==> config.mk <==
export PLATFORM = sky130hd
export DESIGN_NAME = sensor_monitor
export DESIGN_NICKNAME = d
export VERILOG_FILES = /design/src/rtl/sensor_pkg.sv /design/src/rtl/sensor_debounce.sv /design/src/rtl/sensor_monitor.sv
export SDC_FILE = /design/constraint.sdc
export NUM_CORES = 1
export LEC_CHECK = 0
export ABC_AREA = 1
export ABC_CLOCK_PERIOD_IN_PS = 3200
export BUFFER_PORTS_ARGS = -buffer_cell sky130_fd_sc_hd__buf_2
export CAP_MARGIN = 0
export CORE_UTILIZATION = 41
export CTS_CLUSTER_SIZE = 30
export DETAILED_ROUTE_END_ITERATION = 10
export PLACE_DENSITY = 0.69
export SETUP_SLACK_MARGIN = 0.1
export SYNTH_ARGS = -nofsm -noshare
export SYNTH_HDL_FRONTEND = slang
export SYNTH_HIERARCHICAL = 1
export SYNTH_SLANG_ARGS = --single-unit
==> constraint.sdc <==
create_clock -name clk -period 3.2 [get_ports clk]
set_clock_uncertainty 0.1 [all_clocks]
set_input_delay 0.16 -clock clk [delete_from_list [all_inputs] [get_ports clk]]
set_output_delay 0.16 -clock clk [all_outputs]
set_load 0.05 [all_outputs]
==> src/rtl/sensor_pkg.sv <==
// Shared types and default constants for the sensor monitor slice.
package sensor_pkg;

    typedef enum logic [1:0] {
        OK    = 2'd0,
        ALARM = 2'd1,
        HOLD  = 2'd2
    } mon_state_t;

    localparam int         DEF_NUM_SENSORS = 4;
    localparam int         DEF_DEBOUNCE    = 4;
    localparam logic [3:0] DEF_CRIT_MASK   = 4'b0001;
    localparam int         DEF_MIN_FAULTS  = 2;
    localparam int         DEF_CNT_WIDTH   = 8;

endpackage

==> src/rtl/sensor_debounce.sv <==
// One sensor channel: two-flop synchroniser followed by a debounce counter
// that flips the stable bit after DEBOUNCE consecutive differing samples.
module sensor_debounce
    import sensor_pkg::*;
#(
    parameter int DEBOUNCE = DEF_DEBOUNCE
) (
    input  logic clk,
    input  logic n_rst,
    input  logic din,
    output logic stable
);

    localparam int            CW   = $clog2(DEBOUNCE + 1);
    localparam logic [CW-1:0] LAST = CW'(DEBOUNCE - 1);

    logic          meta_q;
    logic          sync_q;
    logic          stable_q, stable_d;
    logic [CW-1:0] dcnt_q, dcnt_d;

    // Any sample equal to the stable value restarts the count, so short pulses are dropped.
    always_comb begin
        stable_d = stable_q;
        dcnt_d   = dcnt_q;
        if (sync_q == stable_q) begin
            dcnt_d = '0;
        end else if (dcnt_q == LAST) begin
            stable_d = ~stable_q;
            dcnt_d   = '0;
        end else begin
            dcnt_d = dcnt_q + 1'b1;
        end
    end

    always_ff @(posedge clk or negedge n_rst) begin
        if (!n_rst) begin
            meta_q   <= 1'b0;
            sync_q   <= 1'b0;
            stable_q <= 1'b0;
            dcnt_q   <= '0;
        end else begin
            meta_q   <= din;
            sync_q   <= meta_q;
            stable_q <= stable_d;
            dcnt_q   <= dcnt_d;
        end
    end

    assign stable = stable_q;

endmodule

==> src/rtl/sensor_monitor.sv <==
// Debounced multi-sensor fault monitor: critical/threshold fault rule feeding
// an OK/ALARM/HOLD state machine with sticky flag and saturating event counter.
module sensor_monitor
    import sensor_pkg::*;
#(
    parameter int                     NUM_SENSORS = DEF_NUM_SENSORS,
    parameter int                     DEBOUNCE    = DEF_DEBOUNCE,
    parameter logic [NUM_SENSORS-1:0] CRIT_MASK   = NUM_SENSORS'(DEF_CRIT_MASK),
    parameter int                     MIN_FAULTS  = DEF_MIN_FAULTS,
    parameter int                     CNT_WIDTH   = DEF_CNT_WIDTH
) (
    input  logic                   clk,
    input  logic                   n_rst,
    input  logic [NUM_SENSORS-1:0] sensors,
    input  logic                   clear,
    output logic [NUM_SENSORS-1:0] stable,
    output logic                   error,
    output logic                   error_sticky,
    output logic [CNT_WIDTH-1:0]   fault_count
);

    localparam int                   PW      = $clog2(NUM_SENSORS + 1);
    localparam logic [CNT_WIDTH-1:0] CNT_MAX = '1;

    logic [NUM_SENSORS-1:0] stable_w;

    for (genvar i = 0; i < NUM_SENSORS; i++) begin : g_chan
        sensor_debounce #(.DEBOUNCE(DEBOUNCE)) u_debounce (
            .clk    (clk),
            .n_rst  (n_rst),
            .din    (sensors[i]),
            .stable (stable_w[i])
        );
    end

    function automatic logic [PW-1:0] popcount(input logic [NUM_SENSORS-1:0] v);
        logic [PW-1:0] n;
        n = '0;
        for (int i = 0; i < NUM_SENSORS; i++) begin
            n = n + PW'(v[i]);
        end
        return n;
    endfunction

    mon_state_t             state_q, state_d;
    logic                   error_q, error_d;
    logic                   sticky_q, sticky_d;
    logic [CNT_WIDTH-1:0]   count_q, count_d;
    logic                   cond;
    logic                   entry;

    assign cond = (|(stable_w & CRIT_MASK)) ||
                  (popcount(stable_w & ~CRIT_MASK) >= PW'(MIN_FAULTS));

    always_comb begin
        state_d = state_q;
        case (state_q)
            OK:      if (cond) state_d = ALARM;
            ALARM:   if (!cond) state_d = HOLD;
            HOLD: begin
                if (cond)       state_d = ALARM;
                else if (clear) state_d = OK;
            end
            default: state_d = OK;
        endcase

        entry = (state_d == ALARM) && (state_q != ALARM);

        // A clear that coincides with a fresh ALARM entry still counts that entry.
        count_d = count_q;
        if (entry) begin
            if (clear)                count_d = CNT_WIDTH'(1);
            else if (count_q != CNT_MAX) count_d = count_q + 1'b1;
        end else if (clear && state_d != ALARM) begin
            count_d = '0;
        end

        error_d  = (state_d == ALARM);
        sticky_d = (state_d != OK);
    end

    always_ff @(posedge clk or negedge n_rst) begin
        if (!n_rst) begin
            state_q  <= OK;
            error_q  <= 1'b0;
            sticky_q <= 1'b0;
            count_q  <= '0;
        end else begin
            state_q  <= state_d;
            error_q  <= error_d;
            sticky_q <= sticky_d;
            count_q  <= count_d;
        end
    end

    assign stable       = stable_w;
    assign error        = error_q;
    assign error_sticky = sticky_q;
    assign fault_count  = count_q;

endmodule

# ---- Word level (Yosys, flattened, before mapping)
# Cells that the tools add are included.
dict set report totals {
  inputBits 7
  regBits 36
  output_inout_bits 14
  word_cells 79
}
dict set report classes {
  n_addsub 7
  reduce_logical 11
  bitwise 8
  n_eq_ne 15
  n_mux 17
  n_lt_le_gt_ge 1
}
# operator count
set ops {}
lappend ops {{8-bit two-way mux} 4}
lappend ops {{3-bit two-way mux} 8}
lappend ops {{3-bit by 1-bit adder with 3-bit output, second input constant} 4}
lappend ops {{3-bit by 2-bit equality test with 1-bit output, second input constant} 4}
lappend ops {{2-bit AND reduction} 5}
lappend ops {{8-bit by 1-bit adder with 8-bit output, second input constant} 1}
lappend ops {{2-bit two-way mux} 4}
lappend ops {{8-bit != test, second input constant} 1}
lappend ops {{1-bit NOT} 8}
lappend ops {{2-bit case mux with 3 select lines} 1}
lappend ops {{1-bit equality test} 4}
lappend ops {{2-bit by 1-bit equality test with 1-bit output, second input constant} 2}
lappend ops {{2-bit by 1-bit != test with 1-bit output, second input constant} 2}
lappend ops {{2-bit nonzero test} 2}
lappend ops {{2-bit by 1-bit adder with 3-bit output} 1}
lappend ops {{3-bit by 2-bit >= comparator with 1-bit output, second input constant} 1}
lappend ops {{3-bit by 2-bit != test with 1-bit output, second input constant} 1}
lappend ops {{1-bit by 1-bit adder with 2-bit output} 1}
lappend ops {{2-bit equality test, second input constant} 1}
lappend ops {{1-bit logical AND} 2}
lappend ops {{2-bit logical NOT} 1}
lappend ops {{1-bit logical OR} 1}

# ---- Longest topological paths before layout
# Gate-level depths: netlist of run 1.
dict set report depth {
  ltp_word 10
  mapped_depth 10
  mapped_depth_nobuf 10
}

# ---- Hierarchy
# The synthesis of run 1 kept the hierarchy.
# mod seq_area_each_um2 area_per_inst_um2 n_inst cells_each
set modules_own_cells {}
lappend modules_own_cells {sensor_debounce 150.1 239.0 4 25}
lappend modules_own_cells {sensor_monitor 300.3 675.6 1 91}

# ---- Worst setup path after synthesis of run 1
# OpenSTA, ideal clock, no wires.
dict set report synth_path {
  path_type {reg-to-reg}
  startpoint {reg g_chan[3].u_debounce.stable_q}
  endpoint {reg count_q[2], in the netlist fault_count[2]}
  path_stages_with_launch 11
  setup_time_ns 0.129
  t_arrival_ns 1.638
  n_path_buf 1
  period_less_slack_ns 1.867
  required_time_ns 2.971
  setup_slack_ns 1.333
  cell_sequence {dfrtp_1 -> ha_1 -> nand2_1 -> nand3_2 -> nand2_1 -> nand2_1 -> nand2_1 -> nand2_2 -> buf_6 -> nand2_1 -> o21ai_0}
}
dict set report synth_via {
  elab_chain_cells 9
  word_cells_on_any_way 15
  classes_between {1 x add/sub; 1 x order compare; 3 x eq/ne; 5 x mux; 5 x reduce/logical}
}
# item line_no
set synth_lines {}
lappend synth_lines {{start, declared} sensor_debounce.sv:19} ;# logic stable_q, stable_d;
lappend synth_lines {{start signal, assigned} sensor_debounce.sv:45} ;# stable_q <= stable_d;
lappend synth_lines {{2-bit by 1-bit adder with 3-bit output *} sensor_monitor.sv:40} ;# n = n + PW'(v[i]);
lappend synth_lines {{3-bit by 2-bit >= comparator with 1-bit output *} sensor_monitor.sv:53} ;# (popcount(stable_w & ~CRIT_MASK) >= PW'(MIN_FAULTS));
lappend synth_lines {{1-bit logical OR *} sensor_monitor.sv:52} ;# assign cond = (|(stable_w & CRIT_MASK)) ||
lappend synth_lines {{2-bit two-way mux (on tied branches)} {sensor_monitor.sv:61, sensor_monitor.sv:58, sensor_monitor.sv:59}}
lappend synth_lines {{2-bit case mux with 3 select lines *} sensor_monitor.sv:57} ;# case (state_q)
lappend synth_lines {{2-bit by 1-bit equality test with 1-bit output or 2-bit by 1-bit != test with 1-bit output (tied branches)} {sensor_monitor.sv:67, sensor_monitor.sv:74}}
lappend synth_lines {{1-bit logical AND (on tied branches)} {sensor_monitor.sv:67, sensor_monitor.sv:74}}
lappend synth_lines {{3-bit by 2-bit != test with 1-bit output (no line) or 2-bit nonzero test (tied branches)} -}
lappend synth_lines {{2-bit AND reduction (no line)} -}
lappend synth_lines {{end signal, assigned} sensor_monitor.sv:92} ;# count_q <= count_d;
lappend synth_lines {{end, declared} sensor_monitor.sv:48} ;# logic [CNT_WIDTH-1:0] count_q, count_d;
# Every way passes the cells marked *; elsewhere a longest branch is shown, timed or not.
# A chain may end at the register's enable or synchronous reset.

# ---- Worst setup path after layout of run 1
dict set report layout_path {
  startpoint {reg g_chan[1].u_debounce.stable_q}
  endpoint {reg count_q[7], in the netlist fault_count[7]}
}
dict set report layout_via {
  elab_chain_cells 10
  word_cells_on_any_way 16
  classes_between {2 x add/sub; 1 x order compare; 3 x eq/ne; 5 x mux; 5 x reduce/logical}
}
# item line_no
set layout_lines {}
lappend layout_lines {{start, declared} sensor_debounce.sv:19}
lappend layout_lines {{start signal, assigned} sensor_debounce.sv:45}
lappend layout_lines {{1-bit by 1-bit adder with 2-bit output *} sensor_monitor.sv:40}
lappend layout_lines {{2-bit by 1-bit adder with 3-bit output *} sensor_monitor.sv:40}
lappend layout_lines {{3-bit by 2-bit >= comparator with 1-bit output *} sensor_monitor.sv:53}
lappend layout_lines {{1-bit logical OR *} sensor_monitor.sv:52}
lappend layout_lines {{2-bit two-way mux (on tied branches)} {sensor_monitor.sv:61, sensor_monitor.sv:58, sensor_monitor.sv:59}}
lappend layout_lines {{2-bit case mux with 3 select lines *} sensor_monitor.sv:57}
lappend layout_lines {{2-bit by 1-bit equality test with 1-bit output or 2-bit by 1-bit != test with 1-bit output (tied branches)} {sensor_monitor.sv:67, sensor_monitor.sv:74}}
lappend layout_lines {{1-bit logical AND (on tied branches)} {sensor_monitor.sv:67, sensor_monitor.sv:74}}
lappend layout_lines {{3-bit by 2-bit != test with 1-bit output (no line) or 2-bit nonzero test (tied branches)} -}
lappend layout_lines {{2-bit AND reduction (no line)} -}
# Marks and branches as above.

==> metrics.cfg, run 1 <==
[status]
status = completed

[clock_network]
clockRootBuffer = clkbuf_8
cts_hold_buf = 5
numCtsBuffers = 5
cts_buffer_depth = 2
ctsResizeCount = 0
cts_tree = done
cts.sinks = 36
cts_setup_buffers = 0
insertion_delay_ns = 0.29
htreeDepth = 2
path_clk_slew_ns = 0.07

[detailed_routing]
wl_mm = 2.641
postRouteAntennaNets = 0
vias = 1198
drt-vias-per-instance = 4.421
drcViolationCount = 0
first_pass_iters = 4
drt_iter0_drc = 53
routedWlPerCell_um = 9.745

[setup_path]
rrSetupSlack_ns = 1.52
startpoint_type = flop
cp_max_fo = 12
slowest_stage = dfrtp_1
r2r_cells = 9
critical_path.cell_chain = ha_1 > nand2_1 > nand3_2 > nand2_1 > nand2_1 > nand2_2 > inv_1 > nand2_1 > nand2_1
critPathBufInv = 1
r2r-start = g_chan[1].u_debounce/stable
cp.arrival_ns = 1.77
endpoint_kind = flop
max_stage_delay_ns = 0.41
crit_family = simple AND/OR/NAND/NOR gates
critical_path_class = reg -> reg
crit_top_cell = nand2_1
worstPathRequired_ns = 3.28
cp-startpoint = g_chan[1].u_debounce/stable
reg2reg_to = fault_count[7]

[synth]
synth-simple-area-share = 0.2768
synth_cell_type_count = 18
syn-num-nets = 204
yosysWarnings = 6
synth_cells = 191
syn_avg_cell_area_um2 = 8.542
synth_compound_area_frac = 0.03451
synth-xor-area-share = 0.005368
ys_ff_latch = 36
netlist_area_mm2 = 0.001632
synth-seq-area-share = 0.5521
synth_top_family_by_area = simple AND/OR/NAND/NOR gates
synthAdderAreaFrac = 0.04601
synthMuxAreaShare = 0

[pwr]
p_per_area_mw_per_mm2 = 786.6
p_leak_nw = 1.023
vdd_drop_max_v = 0.0003384

[die]
core_area_mm2 = 0.003744
die_w_um = 65.08
die_h_um = 65.08
rows = 22
die_area_mm2 = 0.004235
ios = 21
initial_core_util = 0.4358

[min_path]
hold_start = clear
worstHoldPathCells = 3
hold_path_end = fault_count[0]
hold_class = in -> reg

[placement]
dp_hpwl_mm = 1.928
postPlaceCellArea_mm2 = 0.001780
portBuffers = 20
gp_congestion = 0.8378
dp.cells = 258

[global_routing]
grt.busiest_layer = met2
overflow = 0
grt_use_total = 0.1580
first_global_vias = 1159
met2_usage = 0.2435
grtUsageMet1 = 0.1998
use_met3 = 0.05282
grt_max_degree = 37
grt_pass1_wl_mm = 4.947
grt_antenna_before_repair = 0

[sta]
slew_headroom = 0.4894
max_freq_mhz = 594.9
drv_slew = 0
finalCriticalPeriod_ns = 1.681
grt_setup_unrepaired = false
min_period_over_period = 0.5253
final_hold_viol_count = 0
tightest_slew_ns = 0.7658
setup_violations = 0
holdWs_ns = 0.1793
fin_setup_tns_ns = 0

[final_layout]
drive_above_1_share = 0.1973
areaGrowthSynthToFinish_pct = 17.56
antenna_cells = 0
fin_area_mm2 = 0.001918
fin_cells = 271
final_nets = 235

[flow_run]
maxCapViolations = 0

[cells in the final DEF (no fill, tap or decap)]
master and n:
a211oi_1 1, a31oi_1 1, buf_2 20, clkbuf_8 5, clkinv_2 2, clkinv_4 1, dfrtp_1 36, dlygate4sd3_1 5
ha_1 6, inv_1 34, nand2_1 55, nand2_2 13, nand3_1 12, nand3_2 1, nand3b_1 1, nand4_1 1
nor2_1 18, nor2_2 1, o21ai_0 7, o21bai_1 1, or2_2 1, xnor2_1 1
[stage by stage]
step                worst slack [ns]  power, mW  utilization
floorplan                      1.333      1.095            -
global placement               1.547      1.195       0.4756
detailed placement             1.506      1.208       0.4756
global route                   1.284      1.645       0.5124
finish                         1.519      1.509       0.5124
CTS                            1.495      1.529       0.5124
[tightest hold or removal path: cells and delay by family]
| kind | cells | cell delay [ns] |
|---|---|---|
| buffers and inverters | 1 | 0.13 |
| AOI/OAI and AO/OA | 2 | 0.23 |
[final cells by class]
type | instances | area, um2
sequential | 36 | 900.9
inverter | 34 | 127.6
multi-input combinational | 120 | 591.8
tap | 48 | 60.06
clock inverter | 3 | 18.77
fill | 366 | 1826
clock buffer | 5 | 68.82
timing repair buffer | 25 | 150.1
[per-layer routing]
metal | up-vias | share of wire
met4 | 0 | 0.018
li1 | 643 | -
met2 | 13 | 0.46
met1 | 537 | 0.49
met3 | 5 | 0.029
met5 | - | 0
[registers in the layout, indices dropped and copies added, names as in the netlist]
| register | flops |
|---|---|
| g_chan.u_debounce/meta_q | 4 |
| fault_count | 8 |
| error_sticky | 1 |
| error | 1 |
| g_chan.u_debounce/sync_q | 4 |
| g_chan.u_debounce/dcnt_q | 12 |
| g_chan.u_debounce/stable | 4 |
| state_q | 2 |
[synth_stat cells]
cell	count	area, um2
a211oi_1	1	7.510
a31oi_1	1	6.260
buf_6	1	11.26
dfrtp_1	36	900.9
ha_1	6	75.07
inv_1	34	127.6
nand2_1	55	206.5
nand2_2	13	81.33
nand3_1	12	60.06
nand3_2	1	10.01
nand3b_1	1	7.510
nand4_1	1	6.260
nor2_1	18	67.56
nor2_2	1	6.260
o21ai_0	7	35.03
o21bai_1	1	7.510
or2_2	1	6.260
xnor2_1	1	8.760
[power breakdown]
| group | internal, mW | switching [mW] | total [mW] |
|---|---|---|---|
| logic | 0.163 | 0.409 | 0.572 |
| registers | 0.557 | 0.0656 | 0.623 |
| clock network | 0.151 | 0.163 | 0.314 |
[cell families (layout without fill, tap and decap cells)]
logic type,count (synthesis),count (layout)
xor+xnor,1,1
simple gates,103,103
fa+ha+maj,6,6
compound gates,10,10
buf+inv,35,67
flops,36,36
[worst max-delay path by stage]
stage / end / slack (ns) / depth (start not counted)
6_report: fault_count[7] / 1.52 / 9
5_1_grt: fault_count[5] / 1.28 / 9
4_1_cts: fault_count[7] / 1.49 / 9
3_5_place_dp: fault_count[7] / 1.51 / 9
3_3_place_gp: fault_count[7] / 1.55 / 9
2_1_floorplan: fault_count[2] / 1.33 / 10
Note: power is estimated with default switching activity, not from simulation.
==> inputs of run 2 (changes only) <==
Settings changed: ABC_CLOCK_PERIOD_IN_PS 3200 to 1400, PLACE_DENSITY 0.69 to 0.71.
Clock period 3.2 ns to 1.4 ns, I/O delays scaled along.
==> metrics.cfg, run 2 (synthesized netlist as in run 1, its figures left out) <==
[status]
status = finished, violations left  ; was completed
violations = setup timing

[sta]
holdWs_ns = 0.07640  ; was 0.1793 ns
min_period_over_period = 1.072  ; was 0.5253
tightest_slew_ns = 0.4351  ; was 0.7658 ns
slew_headroom = 0.7099  ; was 0.4894
worst_slack_ns = -0.1005  ; was 1.519 ns
finalCriticalPeriod_ns = 1.500  ; was 1.681 ns
max_freq_mhz = 666.5  ; was 594.9 MHz
final_hold_viol_count = 0  ; unchanged
setup_violations = 8  ; was 0
grt_setup_unrepaired = true  ; was false
drv_slew = 0  ; unchanged

[clock_network]
clockRootBuffer = clkbuf_8  ; unchanged
insertion_delay_ns = 0.29  ; about the same
path_clk_slew_ns = 0.07  ; about the same
cts.sinks = 36  ; unchanged
cts_buffer_depth = 2  ; unchanged
numCtsBuffers = 5  ; unchanged
cts_tree = done  ; unchanged
htreeDepth = 2  ; unchanged

[detailed_routing]
vias = 1307  ; was 1,198
drt-vias-per-instance = 4.570  ; was 4.421
routedWlPerCell_um = 10.37  ; was 9.745 um
drt_iter0_drc = 56  ; was 53
first_pass_iters = 4  ; unchanged
wl_mm = 2.967  ; was 2.641 mm
postRouteAntennaNets = 0  ; unchanged
drcViolationCount = 0  ; unchanged

[setup_path]
endpoint_kind = flop  ; unchanged
reg2reg_to = fault_count[5]  ; was fault_count[7]
critPathBufInv = 1  ; unchanged
worstPathRequired_ns = 1.49  ; was 3.28 ns
crit_family = simple AND/OR/NAND/NOR gates  ; unchanged
r2r-start = g_chan[1].u_debounce/stable  ; unchanged
critical_path.cell_chain = ha_4 > nand2_4 > nand3_4 > nand2_2 > nand2_2 > nand2_4 > nand2_4 > inv_2 > nand2_1 > nand2_1  ; was ha_1 > nand2_1 > nand3_2 > nand2_1 > nand2_1 > nand2_2 > inv_1 > nand2_1 > nand2_1
cp_max_fo = 6  ; was 12
startpoint_type = flop  ; unchanged
slowest_stage = dfrtp_2  ; was dfrtp_1
max_stage_delay_ns = 0.43  ; was 0.41 ns
crit_top_cell = nand2_4  ; was nand2_1
cp.arrival_ns = 1.59  ; was 1.77 ns
rrSetupSlack_ns = -0.10  ; was 1.52 ns
critical_path_class = reg -> reg  ; unchanged
r2r_cells = 10  ; was 9

[pwr]
clkPwrFrac = 0.214  ; was 0.208
pwr-share-seq = 0.339  ; was 0.413
comb_power_share = 0.447  ; was 0.379
power.total_mw = 4.142  ; was 1.509 mW
p_per_area_mw_per_mm2 = 1932  ; was 786.6 mW/mm2
power.internal_mw = 2.469  ; was 871.4 uW
swShare = 0.4038  ; was 0.4225
vdd_drop_max_v = 0.0008871  ; was 0.0003384 V
p_sw_mw = 1.673  ; was 637.4 uW
p_leak_nw = 1.111  ; was 1.023 nW

[flow_run]
maxCapViolations = 0  ; unchanged

[final_layout]
mostFrequentLayoutCell = nand2_1  ; unchanged
regMostFlops = g_chan.u_debounce/dcnt_q  ; unchanged
largest_reg_flops = 12  ; unchanged
areaGrowthSynthToFinish_pct = 31.37  ; was 17.56%
antenna_cells = 0  ; unchanged
drive_above_1_share = 0.3193  ; was 0.1973
fin_area_mm2 = 0.002143  ; was 0.001918 mm2
final_nets = 250  ; was 235
final_cell_mix = nand2_1 (48), dfrtp_1 (32), inv_1 (31), buf_2 (19)  ; was nand2_1 (55), dfrtp_1 (36), inv_1 (34), buf_2 (20), nor2_1 (18)

[min_path]
hold_class = in -> reg  ; unchanged
worstHoldPathCells = 3  ; unchanged
hold_path_end = fault_count[0]  ; unchanged
hold_start = clear  ; unchanged

[placement]
pre_cts_slack_ns = -0.2590  ; was 1.506 ns
portBuffers = 20  ; unchanged
postPlaceCellArea_mm2 = 0.001886  ; was 0.001780 mm2
dp_hpwl_mm = 2.017  ; was 1.928 mm
gp_congestion = 0.8809  ; was 0.8378

[die]
initial_core_util = 0.4358  ; unchanged
ios = 21  ; unchanged
core_area_mm2 = 0.003744  ; unchanged
rows = 22  ; unchanged
die_w_um = 65.08  ; unchanged
die_h_um = 65.08  ; unchanged
die_area_mm2 = 0.004235  ; unchanged

[global_routing]
overflow = 0  ; unchanged
grt_use_total = 0.1662  ; was 0.1580
grt_pass1_wl_mm = 5.188  ; was 4.947 mm
first_global_vias = 1218  ; was 1,159
grt_max_degree = 37  ; unchanged
grt_antenna_before_repair = 0  ; unchanged

## run 2: changes by cell type in the layout (fill, tap and decap cells not counted), sizes merged
cell / change
nand2: +1
bufinv: +1
clkinv: -2
buf: +13
clkbuf: +2
## run 2: cell type report
| cell class | count | area (um2) |
|---|---|---|
| fill | 363 | 1600 |
| sequential | 36 | 905.9 |
| multi-input combinational | 121 | 680.7 |
| timing repair buffer | 39 | 261.5 |
| inverter | 34 | 127.6 |
| clock buffer | 6 | 72.57 |
| tap | 48 | 60.06 |
| clock inverter | 2 | 35.03 |
## run 2: power by group through the flow
stage / logic [mW] / clock network, mW / registers (mW)
3_5_place_dp: 1.54 / 0 / 1.41
2_1_floorplan: 0.749 / 0 / 1.77
4_1_cts: 1.74 / 0.906 / 1.39
3_3_place_gp: 1.51 / 0 / 1.40
5_1_grt: 2.04 / 0.953 / 1.44
6_report: 1.85 / 0.886 / 1.41
## run 2: worst max-delay path by stage
| stage | start | endpoint | slack, ns | cells after the start |
|---|---|---|---|---|
| after floorplan | g_chan[3].u_debounce/stable | fault_count[2] | -0.32 | 9 |
| after global placement | g_chan[3].u_debounce/stable | fault_count[7] | -0.21 | 9 |
| after detailed placement | g_chan[3].u_debounce/stable | fault_count[5] | -0.26 | 9 |
| after CTS | g_chan[3].u_debounce/stable | fault_count[5] | -0.17 | 9 |
| after global routing | g_chan[3].u_debounce/stable | fault_count[5] | -0.16 | 10 |
| final | g_chan[1].u_debounce/stable | fault_count[5] | -0.10 | 10 |
## run 2: per-stage QoR
stage               TNS [ns]  cells    util
floorplan             -2.436    191       -
global placement      -1.242    271  0.5037
detailed placement    -1.582    271  0.5037
CTS                   -1.247    287  0.5575
global route          -1.106    286  0.5725
finish               -0.6344    286  0.5725
## run 2: worst min-delay path, stage by stage
cell and delay (ns):
buf_2 0.13, o21ai_0 0.10, o21ai_1 0.13
## run 2: repair_timing
action,4_1_cts,5_1_grt
endpoints found under the hold margin,40,0
hold buffers,5,0
setup buffers,2,0
pin swaps,6,10
endpoints found under the setup margin,8,11
cloned,1,0
resized for setup,8,20
## run 2: layer usage
metal | GRT usage | vias to the layer above | share of wire
li1 | - | 671 | -
met1 | 0.2130 | 607 | 0.49
met2 | 0.2552 | 23 | 0.45
met3 | 0.05986 | 6 | 0.046
met4 | 0.06522 | 0 | 0.018
met5 | 0 | - | 0
